**src/rtl/lsu_mem_access_ctrl.sv**
```systemverilog
// Load/store access controller between the MEM stage and the data-memory bus.
// Decodes size/sign, issues one or two aligned beats over req/gnt/rvalid and merges/extends the load result.
module lsu_mem_access_ctrl #(
   parameter int XLEN        = 32,
   parameter int ADDR_W      = 32,
   parameter int MISALIGN_EN = 1
) (
   input  logic              clk_i,
   input  logic              rst_ni,
   input  logic              req_valid_i,
   output logic              req_ready_o,
   input  logic              req_we_i,
   input  logic [2:0]        req_funct3_i,
   input  logic [ADDR_W-1:0] req_addr_i,
   input  logic [XLEN-1:0]   req_wdata_i,
   output logic              resp_valid_o,
   output logic [XLEN-1:0]   resp_rdata_o,
   output logic              resp_err_o,
   output logic              mem_req_o,
   output logic              mem_we_o,
   output logic [ADDR_W-1:0] mem_addr_o,
   output logic [XLEN/8-1:0] mem_be_o,
   output logic [XLEN-1:0]   mem_wdata_o,
   input  logic              mem_gnt_i,
   input  logic              mem_rvalid_i,
   input  logic [XLEN-1:0]   mem_rdata_i,
   input  logic              mem_err_i
);
   localparam int NB = XLEN / 8;
   localparam int OW = $clog2(NB);

   typedef enum logic [2:0] {IDLE, ISSUE1, WAIT1, ISSUE2, WAIT2, RESP} state_t;

   function automatic logic f3_legal(input logic we, input logic [2:0] f3);
      logic ok;
      ok = 1'b0;
      case (f3)
         3'b000, 3'b001, 3'b010: ok = 1'b1;
         3'b011:                 ok = (XLEN == 64);
         3'b100, 3'b101:         ok = ~we;
         3'b110:                 ok = ~we && (XLEN == 64);
         default:                ok = 1'b0;
      endcase
      return ok;
   endfunction

   // funct3[1:0] encodes log2 of the access size for every legal code.
   function automatic logic [3:0] f3_size(input logic [2:0] f3);
      return 4'd1 << f3[1:0];
   endfunction

   function automatic logic [XLEN-1:0] extend(input logic [XLEN-1:0] v, input logic [3:0] n,
                                             input logic sgn);
      logic [XLEN-1:0] r;
      logic            top;
      top = 1'b0;
      r   = '0;
      for (int i = 0; i < XLEN; i++)
         if (i == 8 * int'(n) - 1) top = v[i];
      for (int i = 0; i < XLEN; i++)
         r[i] = (i < 8 * int'(n)) ? v[i] : (sgn & top);
      return r;
   endfunction

   state_t              state, next_state;
   logic                we_q, err_q;
   logic [2:0]          f3_q;
   logic [ADDR_W-1:0]   addr_q, aligned;
   logic [XLEN-1:0]     wdata_q, rbuf_q;
   logic [OW-1:0]       off;
   logic [OW:0]         k;
   logic [3:0]          size_q;
   logic                split_q, split_in, fast_err_in, accept;
   logic [2*NB-1:0]     mask;
   logic [2*XLEN-1:0]   wide_wd;

   assign accept      = req_valid_i && (state == IDLE);
   assign split_in    = (int'(req_addr_i[OW-1:0]) + int'(f3_size(req_funct3_i))) > NB;
   assign fast_err_in = !f3_legal(req_we_i, req_funct3_i) || (split_in && (MISALIGN_EN == 0));

   assign size_q  = f3_size(f3_q);
   assign off     = addr_q[OW-1:0];
   assign k       = (OW+1)'(NB) - (OW+1)'(off);
   assign split_q = (int'(off) + int'(size_q)) > NB;
   assign aligned = {addr_q[ADDR_W-1:OW], {OW{1'b0}}};
   // Low halves feed beat 1, high halves (bytes spilling past the word) feed beat 2.
   assign mask    = (((2*NB)'(1) << size_q) - (2*NB)'(1)) << off;
   assign wide_wd = {{XLEN{1'b0}}, wdata_q} << (8 * off);

   always_ff @(posedge clk_i or negedge rst_ni) begin
      if (!rst_ni) begin
         state <= IDLE;
         err_q <= 1'b0;
      end else begin
         state <= next_state;
         if (accept)
            err_q <= fast_err_in;
         else if (state == WAIT1 && mem_rvalid_i)
            err_q <= mem_err_i;
         else if (state == WAIT2 && mem_rvalid_i)
            err_q <= err_q | mem_err_i;
      end
   end

   always_ff @(posedge clk_i) begin
      if (accept) begin
         we_q    <= req_we_i;
         f3_q    <= req_funct3_i;
         addr_q  <= req_addr_i;
         wdata_q <= req_wdata_i;
      end
      if (state == WAIT1 && mem_rvalid_i)
         rbuf_q <= mem_rdata_i >> (8 * off);
      else if (state == WAIT2 && mem_rvalid_i)
         rbuf_q <= rbuf_q | (mem_rdata_i << (8 * k));
   end

   always_comb begin
      next_state   = state;
      req_ready_o  = 1'b0;
      resp_valid_o = 1'b0;
      resp_rdata_o = '0;
      resp_err_o   = 1'b0;
      mem_req_o    = 1'b0;
      mem_we_o     = 1'b0;
      mem_addr_o   = '0;
      mem_be_o     = '0;
      mem_wdata_o  = '0;
      case (state)
         IDLE: begin
            req_ready_o = 1'b1;
            if (req_valid_i) next_state = fast_err_in ? RESP : ISSUE1;
         end
         ISSUE1: begin
            mem_req_o   = 1'b1;
            mem_we_o    = we_q;
            mem_addr_o  = aligned;
            mem_be_o    = mask[NB-1:0];
            mem_wdata_o = wide_wd[XLEN-1:0];
            if (mem_gnt_i) next_state = WAIT1;
         end
         WAIT1: begin
            if (mem_rvalid_i) next_state = (!mem_err_i && split_q) ? ISSUE2 : RESP;
         end
         ISSUE2: begin
            mem_req_o   = 1'b1;
            mem_we_o    = we_q;
            mem_addr_o  = aligned + ADDR_W'(NB);
            mem_be_o    = mask[2*NB-1:NB];
            mem_wdata_o = wide_wd[2*XLEN-1:XLEN];
            if (mem_gnt_i) next_state = WAIT2;
         end
         WAIT2: begin
            if (mem_rvalid_i) next_state = RESP;
         end
         RESP: begin
            resp_valid_o = 1'b1;
            resp_err_o   = err_q;
            if (!err_q && !we_q) resp_rdata_o = extend(rbuf_q, size_q, ~f3_q[2]);
            next_state   = IDLE;
         end
         default: next_state = IDLE;
      endcase
   end
endmodule

```
**config.mk**
```make
export PLATFORM = sky130hd
export DESIGN_NAME = lsu_mem_access_ctrl
export DESIGN_NICKNAME = d
export VERILOG_FILES = /design/src/rtl/lsu_mem_access_ctrl.sv
export SDC_FILE = /design/constraint.sdc
export NUM_CORES = 1
export LEC_CHECK = 0
export BUFFER_PORTS_ARGS = -buffer_cell sky130_fd_sc_hd__buf_4
export CAP_MARGIN = 40
export CORE_ASPECT_RATIO = 0.5
export CORE_UTILIZATION = 55
export CTS_CLUSTER_DIAMETER = 50
export DETAILED_ROUTE_END_ITERATION = 12
export HOLD_SLACK_MARGIN = 0.02
export MAX_ROUTING_LAYER = met4
export PLACE_DENSITY = 0.85
export SLEW_MARGIN = 20
export SYNTH_ARGS = -nofsm -noshare
export SYNTH_HDL_FRONTEND = slang
export SYNTH_SLANG_ARGS = --single-unit
export TNS_END_PERCENT = 10
```
**constraint.sdc**
```tcl
create_clock -name clk_i -period 9 [get_ports clk_i]
set_input_delay 1.35 -clock clk_i [delete_from_list [all_inputs] [get_ports clk_i]]
set_output_delay 1.35 -clock clk_i [all_outputs]
set_load 0.03 [all_outputs]
```
==> flow_summary.json, run 1 <==
{
  "ctsResizeCount": 0,
  "drt-pass1-iter-count": 5,
  "coreArea_um2": 11950,
  "synth-simple-area-share": 0.1650,
  "dpl_worst_slack_ps": 4726,
  "cp-endpoint": "mem_wdata_o[20]",
  "grt_max_degree": 63,
  "wl_mm": 19.83,
  "h-tree-depth": 3,
  "ant_nets": 0,
  "die_width_um": 159.5,
  "finalCritPeriodShare": 0.5226,
  "period_minus_slack_ps": 4703,
  "critPathArrivalTime_ps": 3350,
  "io_pins": 211,
  "cts_tree": "done",
  "synth_mux_area_frac": 0.1117,
  "fin_skew_ps": 4.205,
  "drt-initial-drc-count": 600,
  "slew-limit-headroom": 0.4319,
  "numClockSinks": 104,
  "r2r_start": "addr_q[1]$_DFFE_PP_",
  "async_flop_share": 0.03846,
  "rr_worst_depth": 6,
  "status": "finished clean",
  "rsz0062_at_grt": "no",
  "post-dp-hpwl_mm": 14.28,
  "finalSetupViolations": 0,
  "synth_cells": 712,
  "synth_cell_types": 60,
  "rows": 28,
  "antennaDiodeCount": 0,
  "cts_buffers": 9,
  "num_vias": 6483,
  "drive_above_1_share": 0.2856,
  "ys_ff_latch": 104,
  "globalplace.congestion": 0.9683,
  "finalHoldViolCount": 0,
  "antenna_found_initial": 0,
  "power_density_nw_per_um2": 253.6,
  "clk_pin_slew_ps": 70,
  "r2r_setup_slack_ps": 5520,
  "hp-class": "register to register",
  "nets": 1002,
  "slowest_delay_ps": 740,
  "synth_ff_type": "edfxtp_1",
  "grt_first_pass_wirelength_mm": 30.48,
  "cp_cell_sequence": "nand2_2 -> clkinv_1 -> nand3_2 -> nor2_1 -> a22o_1 -> buf_4",
  "port-buffer-count": 208,
  "cts_buffer_depth": 2,
  "final_cells": 1058,
  "grt_pass1_vias": 5971,
  "max-vdd-ir-drop_v": 0.0001458,
  "setup_slack_ps": 4297,
  "worstMarginPinSlew_ps": 849.8,
  "initial_core_util": 0.5712,
  "die_area_um2": 12880,
  "cp.required_ps": 7650,
  "netlist_area_um2": 6824,
  "place_area_um2": 8453,
  "ys_warn_count": 0,
  "fmax_ghz": 0.2126,
  "critPathLaunchType": "register",
  "grt-ovfl-total": 0,
  "fin_area_um2": 8777,
  "synth-edff-count": 100,
  "area_delta_synth_final_pct": 28.62,
  "cts_setup_buffers": 0,
  "crit_fanout": 37,
  "cap_violations": 0,
  "grt_usage": 0.3143,
  "r2r_end": "rbuf_q[7]$_DFFE_PP_",
  "placedCellCount": 1041,
  "avgSynthCellArea_um2": 9.584,
  "yosysSeqAreaShare": 0.4547,
  "viasPerCell": 6.128,
  "synth_xor_area_frac": 0.01797,
  "post_cts_hold_buffer_count": 0,
  "synth_top_area_share": 0.4400,
  "wl_per_cell_um": 18.75,
  "path_class": "register to primary output",
  "synth_top_family_by_area": "compound AO/OA/AOI/OAI gates",
  "die_h_um": 80.77,
  "cts_root_buffer": "clkbuf_16",
  "drc": 0,
  "clk_latency_ps": 340,
  "cp_slowest_cell": "nor2_1",
  "p_leak_nw": 3.669,
  "synth_adder_area_share": 0.01283,
  "min-delay-start": "rbuf_q[26]$_DFFE_PP_",
  "critPathCaptureType": "primary output",
  "drv_slew": 0,
  "synthTopCellsByArea": "edfxtp_1 (44%), mux2i_1 (9.7%), o21ai_0 (4.7%)",
  "synth-compound-area-share": 0.1898,
  "yosysTopAreaCell": "edfxtp_1",
  "crit_start": "state[0]$_DFFE_PN0P_",
  "fin_tns_setup_ps": 0
}
==> sequential cells by signal, summed over array words and instances, names as in the netlist <==
register  cells
err_q         1
wdata_q      32
addr_q       32
rbuf_q       32
f3_q          3
state         3
we_q          1
==> how the worst min path moves through the flow <==
stage,to,slack (ps),depth (start not counted)
finish,rbuf_q[26]$_DFFE_PP_,590,2
global route,rbuf_q[29]$_DFFE_PP_,610,2
CTS,rbuf_q[26]$_DFFE_PP_,590,2
detailed placement,rbuf_q[26]$_DFFE_PP_,570,2
global placement,rbuf_q[27]$_DFFE_PP_,560,2
floorplan,rbuf_q[24]$_DFFE_PP_,540,2
==> worst max-delay path: cells and delay by family, from the launching register on <==
kind / cells / cell delay [ps]
AOI/OAI and AO/OA: 1 / 270
DFF: 1 / 580
buffers and inverters: 2 / 540
and+or+nand+nor: 3 / 1600
==> layer usage <==
layer,share of wire,GRT usage,wire (µm),vias to the layer above
li1,-,-,-,3017
met1,0.40,0.3792,8000,3081
met2,0.48,0.5393,9589,336
met3,0.085,0.06078,1685,49
met4,0.028,0.1067,558,0
met5,0,-,0,-
==> per-stage QoR <==
| stage | util | hold slack (ps) | power [W] |
|---|---|---|---|
| 2_1_floorplan | - | 543.0 | 0.001465 |
| 3_3_place_gp | 0.7047 | 564.6 | 0.001780 |
| 3_5_place_dp | 0.7076 | 566.2 | 0.001814 |
| 4_1_cts | 0.7328 | 587.8 | 0.002220 |
| 5_1_grt | 0.7347 | 613.7 | 0.002335 |
| 6_report | 0.7347 | 592.0 | 0.002226 |
==> power breakdown <==
group,switching (W),internal (W),leakage [nW]
Sequential,0.0000967,0.000678,0.972
Combinational,0.000668,0.000381,2.55
Clock,0.000182,0.000219,0.148
==> final cells by class <==
cell class,count,area [µm²]
well taps,165,206.4
fillers,872,3169
repair buffers,219,1664
multi-input cells,531,3412
clock inverters,6,76.32
flip-flops and latches,104,3103
clock buffers,9,225.2
inverters,24,90.09
==> synth_stat cells, types with 3 or more instances <==
cell,instances
xor2_1,8
dfrtp_1,4
mux2i_1,66
and3_1,12
nor3_1,7
nand2_1,66
nor2b_1,3
mux2_2,9
edfxtp_1,100
xnor2_1,6
a31oi_1,4
and4_1,4
or4_1,10
inv_1,23
and2_1,12
nor2_1,53
a22oi_1,9
ha_1,7
or3_1,5
buf_1,7
nand4_1,7
nand3_1,27
buf_2,13
o31ai_1,10
o22ai_1,16
nand2b_1,4
a22o_1,8
o21a_1,17
a21oi_1,57
clkbuf_1,31
o21ai_0,64
a221o_1,8
==> cells by family (layout without fill, tap and decap cells) <==
group,Yosys count,count (layout)
AOI/OAI and AO/OA,210,210
adders and majority gates,7,7
muxes,75,75
DFF,104,104
buffers and inverters,78,258
and+or+nand+nor,223,223
xor gates and xnor gates,14,14
other,1,2
==> layout by cell type (no fill, tap or decap), drive strengths merged, types with 3 or more instances in the layout <==
cell type  instances
a31oi              4
o21a              17
nand4              9
nand3             29
buf              219
and3              12
nor3               7
and4               4
and2              12
mux2               9
or4               10
nor2b              3
mux2i             66
nor2              53
o31ai             10
nand2b             4
a21oi             57
inv               26
dfrtp              4
o22ai             16
nand2             67
a22oi              9
nor4               3
or3                5
clkbuf             9
clkinv             3
a221o              8
ha                 7
a22o               8
xnor2              6
edfxtp           100
o21ai             65
xor2               8
No activity file was read; power rests on OpenSTA's default activity.
==> run 2: changes to the inputs <==
CORE_UTILIZATION = 52   (was 55)
PLACE_DENSITY = 0.81   (was 0.85)
clock period = 4.65 ns   (was 9 ns; I/O delays follow)
==> run 2 against run 1 <==
Die area up 5.7%. Highest routed layer unchanged. Non-clock buffer count increased by 2. Hold slack worse by 460 ps. Design area grew 0.29%. Sequential power grew 92%. Total power is 94% higher.
==> flow_summary.json, run 2 (synthesis gave the netlist of run 1 again) <==
{
  "status": "finished clean",
  "die_width_um": 164.0,
  "ant_nets": 0,
  "cap_violations": 0,
  "drive_above_1_share": 0.2868,
  "grt_usage": 0.3006,
  "cts_buffers": 9,
  "initial_core_util": 0.5358,
  "hp-class": "input pin to asynchronous set/reset pin",
  "fin_util": 0.6911,
  "final_cell_mix": "buf_4 (219), edfxtp_1 (100), nand2_1 (66), mux2i_1 (66), o21ai_0 (64)",
  "cp.required_ps": 3950,
  "slowest_delay_ps": 840,
  "clk_pin_slew_ps": 70,
  "finalPower_w": 0.004323,
  "place_area_um2": 8482,
  "cp_num_buf_inv": 1,
  "critPathCaptureType": "primary output",
  "post-dp-hpwl_mm": 14.22,
  "worstMarginPinSlew_ps": 851.2,
  "grt-ovfl-total": 0,
  "wl_mm": 19.89,
  "cp_cell_sequence": "and3_1 -> nand2_1 -> or4_1 -> a21oi_1 -> buf_4",
  "path_class": "register to primary output",
  "numClockSinks": 104,
  "crit_fanout": 18,
  "wl_per_cell_um": 18.65,
  "critPathArrivalTime_ps": 2900,
  "io_pins": 211,
  "fmax_ghz": 0.2779,
  "grt_max_degree": 55,
  "period_minus_slack_ps": 3599,
  "hold_slack_ps": 127.2,
  "finalSetupViolations": 0,
  "clk_latency_ps": 350,
  "die_area_um2": 13610,
  "fin_tns_setup_ps": 0,
  "finalCritPeriodShare": 0.7739,
  "nets": 1004,
  "coreArea_um2": 12740,
  "ctsResizeCount": 0,
  "cts_setup_buffers": 0,
  "top_regs": "addr_q: 32 flops, rbuf_q: 32 flops, wdata_q: 32 flops",
  "die_h_um": 83.01,
  "viasPerCell": 6.136,
  "drc": 0,
  "num_vias": 6541,
  "drt-initial-drc-count": 601,
  "cp_slowest_cell": "dfrtp_1",
  "area_delta_synth_final_pct": 28.99,
  "grt_first_pass_wirelength_mm": 31.20,
  "antennaDiodeCount": 0,
  "finalHoldViolCount": 0,
  "antenna_found_initial": 0,
  "grt_pass1_vias": 6295,
  "cts_root_buffer": "clkbuf_16",
  "cts_buffer_depth": 2,
  "cp_top_family": "simple AND/OR/NAND/NOR gates",
  "layout_commonest_cell": "buf_4",
  "port-buffer-count": 208,
  "drv_slew": 0,
  "critPathLaunchType": "register",
  "fin_area_um2": 8802,
  "rsz0062_at_grt": "no",
  "rows": 29,
  "globalplace.congestion": 0.9233,
  "post_cts_hold_buffer_count": 0,
  "power_density_nw_per_um2": 491.2,
  "max-vdd-ir-drop_v": 0.0003022,
  "cts_tree": "done",
  "drt-pass1-iter-count": 5,
  "h-tree-depth": 3,
  "slew-limit-headroom": 0.4325,
  "p_leak_nw": 3.681,
  "fin_skew_ps": 6.238
}
==> run 2: cell count changes in the layout (fill, tap and decap cells not counted) <==
cell	previous run	this run
buf_12	1	0
buf_16	0	1
buf_4	217	219
buf_8	1	0
clkbuf_4	0	1
clkinv_1	1	2
clkinv_4	2	3
inv_6	2	1
==> run 2: report_power, final <==
| part | switching, W | internal, W |
|---|---|---|
| sequential | 0.000182 | 0.00131 |
| clock | 0.000365 | 0.000425 |
| combinational | 0.00130 | 0.000742 |
==> run 2: layout make-up <==
| type | count | area (µm²) |
|---|---|---|
| Sequential cell | 104 | 3103 |
| Multi-Input combinational cell | 531 | 3412 |
| Inverter | 24 | 90.09 |
| Clock buffer | 9 | 225.2 |
| Timing Repair Buffer | 221 | 1679 |
| Tap cell | 170 | 212.7 |
| Clock inverter | 7 | 80.08 |
| Fill cell | 999 | 3934 |
==> run 2: final timing paths <==
kind | start | to | slack (ps) | depth (start not counted)
setup reg to reg | addr_q[0]$_DFFE_PP_ | rbuf_q[7]$_DFFE_PP_ | 1640 | 6
min in group clk_i | req_addr_i[5] | addr_q[5]$_DFFE_PP_ | 520 | 1
hold / removal | rst_ni | state[2]$_DFFE_PN0P_ | 130 | 1
max in group asynchronous | rst_ni | state[1]$_DFFE_PN0P_ | 4420 | 1
hold reg to reg | rbuf_q[26]$_DFFE_PP_ | rbuf_q[26]$_DFFE_PP_ | 600 | 2
setup / recovery | state[1]$_DFFE_PN0P_ | mem_addr_o[20] | 1050 | 5
==> run 2: metal layers <==
metal  vias to the layer above  routed length (µm)  track usage
met5                         -                   0            -
met4                         0                 568       0.1086
met3                        60                1540      0.06194
met2                       333                9575       0.4881
met1                      3120                8200       0.3723
li1                       3028                   -            -
==> run 2: through the flow <==
stage | std cells | setup WS (ps)
3_5_place_dp | 1048 | 1143
4_1_cts | 1064 | 764.6
2_1_floorplan | 713 | 820.6
3_3_place_gp | 1045 | 1230
6_report | 1066 | 1051
5_1_grt | 1066 | 853.2
==> run 2: worst reg2reg max path: cells and delay by family (launching register included) <==
kind | cells | cell delay (ps)
flip-flops | 1 | 400
AND/OR/NAND/NOR | 2 | 1010
AO/OA/AOI/OAI | 2 | 310
adder cells (fa/ha/maj) | 1 | 550
buffers and inverters | 1 | 570
==> run 3: changes to the inputs <==
CORE_UTILIZATION = 47   (was 52)
PLACE_DENSITY = 0.77   (was 0.81)
clock period = 3.3 ns   (was 4.65 ns; I/O delays follow)
==> run 3 against run 2 <==
Combinational power rose by 44%. Hold slack better by 190 ps. Register-to-register slack got worse by 1000 ps. Highest routed layer unchanged.
==> flow_summary.json, run 3 (synthesis gave the netlist of run 1 again) <==
{
  "antenna_found_initial": 0,
  "h-tree-depth": 3,
  "slew-limit-headroom": 0.4543,
  "n_fill_cell": 1161,
  "worstMarginPinSlew_ps": 816.3,
  "globalplace.congestion": 0.9586,
  "layout_commonest_cell": "buf_4",
  "finalHoldViolCount": 0,
  "fin_tns_setup_ps": 0,
  "r2r_setup_slack_ps": 640,
  "ant_nets": 0,
  "placedCellCount": 1081,
  "io_pins": 211,
  "wl_met2_mm": 9.682,
  "fin_skew_ps": 11.20,
  "final_cells": 1098,
  "critPathArrivalTime_ps": 2530,
  "power_density_nw_per_um2": 682.3,
  "final_cell_mix": "buf_4 (229), edfxtp_1 (100), nand2_1 (66), mux2i_1 (66), o21ai_0 (64)",
  "routed.top_layer": "met4",
  "drive_above_1_share": 0.2936,
  "wl_per_cell_um": 18.13,
  "post-dp-hpwl_mm": 14.69,
  "drc": 0,
  "holdPathEnd": "addr_q[18]$_DFFE_PP_",
  "grt_usage": 0.2715,
  "drt-initial-drc-count": 619,
  "grt_max_degree": 56,
  "area_delta_synth_final_pct": 30.23,
  "wl_met1_mm": 8.368,
  "finalCritPeriodShare": 0.9168,
  "cp.required_ps": 2800,
  "p_leak_nw": 3.719,
  "cap_violations": 0,
  "finalSetupViolations": 0,
  "cts_buffer_depth": 2,
  "cts_root_buffer": "clkbuf_16",
  "power_switching_w": 0.002607,
  "p_clk_frac": 0.172,
  "period_minus_slack_ps": 3026,
  "die_width_um": 172.4,
  "r2r_start": "addr_q[0]$_DFFE_PP_",
  "initial_core_util": 0.4927,
  "grt-ovfl-total": 0,
  "drv_slew": 0,
  "drt-pass1-iter-count": 9,
  "status": "finished clean",
  "die_area_um2": 15030,
  "r2r_end": "rbuf_q[7]$_DFFE_PP_",
  "grt_pass1_vias": 6033,
  "rsz0062_at_grt": "no",
  "critPathCaptureType": "primary output",
  "cts_buffers": 9,
  "num_vias": 6453,
  "critPathLaunchType": "register",
  "combPwrFrac": 0.484,
  "grt_first_pass_wirelength_mm": 30.61,
  "holdPathStages": 1,
  "nets": 1014,
  "path_class": "register to primary output",
  "clk_latency_ps": 350,
  "coreArea_um2": 13850,
  "netSwitchingFraction": 0.4299,
  "top_regs": "addr_q: 32 flops, rbuf_q: 32 flops, wdata_q: 32 flops",
  "viasPerCell": 5.877,
  "die_h_um": 87.21,
  "seqPwrFrac": 0.344,
  "cts_setup_buffers": 0,
  "finalPower_w": 0.006064,
  "hp-class": "input pin to register",
  "fmax_ghz": 0.3305,
  "clk_pin_slew_ps": 80,
  "cts_tree": "done",
  "max-vdd-ir-drop_v": 0.0003767,
  "met3_length_mm": 1.507,
  "crit_fanout": 16,
  "wl_mm": 19.91,
  "numClockSinks": 104,
  "port-buffer-count": 208,
  "rows": 30,
  "antennaDiodeCount": 0,
  "min-delay-start": "req_addr_i[18]",
  "rr_worst_depth": 7,
  "intPower_w": 0.003457
}
run 3: cell count changes in the layout (fill, tap and decap cells not counted), sizes merged:
| cell | change |
|---|---|
| clkinv | -1 |
| buf | +10 |
| clkbuf | -1 |
| bufinv | -1 |
| dlygate4sd3 | +1 |
| inv | +2 |
run 3: repair_timing:
action                                 in CTS  in global routing
endpoints found under the hold margin       4                  0
gates resized for setup                     0                  0
hold buffers                                1                  0
run 3: final cells by class:
type                       count  area (µm²)  area share
multi-input combinational    531        3418      0.3846
clock inverter                 7       61.31    0.006898
sequential                   104        3103      0.3491
tap                          192       240.2     0.02703
clock buffer                   9       225.2     0.02534
inverter                      24       90.09     0.01014
timing repair buffer         231        1749      0.1968
run 3: critical path, cell delays in order, from the launching register on:
cell	delay, ps
edfxtp_1	440
ha_1	180
and3_1	290
nand2_1	330
or4_1	580
a21oi_1	180
buf_4	180
run 3: per-layer routing:
| layer | vias to the layer above | GRT usage |
|---|---|---|
| met4 | 0 | 0.07643 |
| met2 | 305 | 0.4615 |
| met5 | - | - |
| li1 | 3045 | - |
| met3 | 31 | 0.05179 |
| met1 | 3072 | 0.3319 |
run 3: worst max path at each step:
stage / slack, ps / endpoint / cells past startpoint / startpoint
floorplan: 460 / addr_q[0]$_DFFE_PP_ / 4 / state[1]$_DFFE_PN0P_
global placement: 710 / mem_addr_o[20] / 6 / addr_q[2]$_DFFE_PP_
detailed placement: 670 / mem_addr_o[26] / 6 / addr_q[2]$_DFFE_PP_
CTS: 280 / mem_addr_o[26] / 6 / addr_q[2]$_DFFE_PP_
global route: 70 / mem_addr_o[20] / 6 / addr_q[3]$_DFFE_PP_
finish: 270 / mem_addr_o[26] / 6 / addr_q[2]$_DFFE_PP_
run 3: metrics by stage:
stage               instance area (µm²)  hold slack, ps    util  setup WS (ps)
CTS                                8887           305.0  0.6416          275.5
finish                             8887           316.0  0.6416          274.5
floorplan                          6834           199.4       -          458.4
detailed placement                 8591           294.6  0.6202          672.3
global route                       8887           300.5  0.6416          69.15
global placement                   8576           295.5  0.6192          714.1
run 3: power by group through the flow:
stage	clock network [W]	registers [W]	logic, W
after floorplan	0	0.00200	0.00198
final	0.00104	0.00209	0.00294
after global placement	0	0.00209	0.00286
after global routing	0.00111	0.00212	0.00316
after CTS	0.00106	0.00208	0.00293
after detailed placement	0	0.00211	0.00292
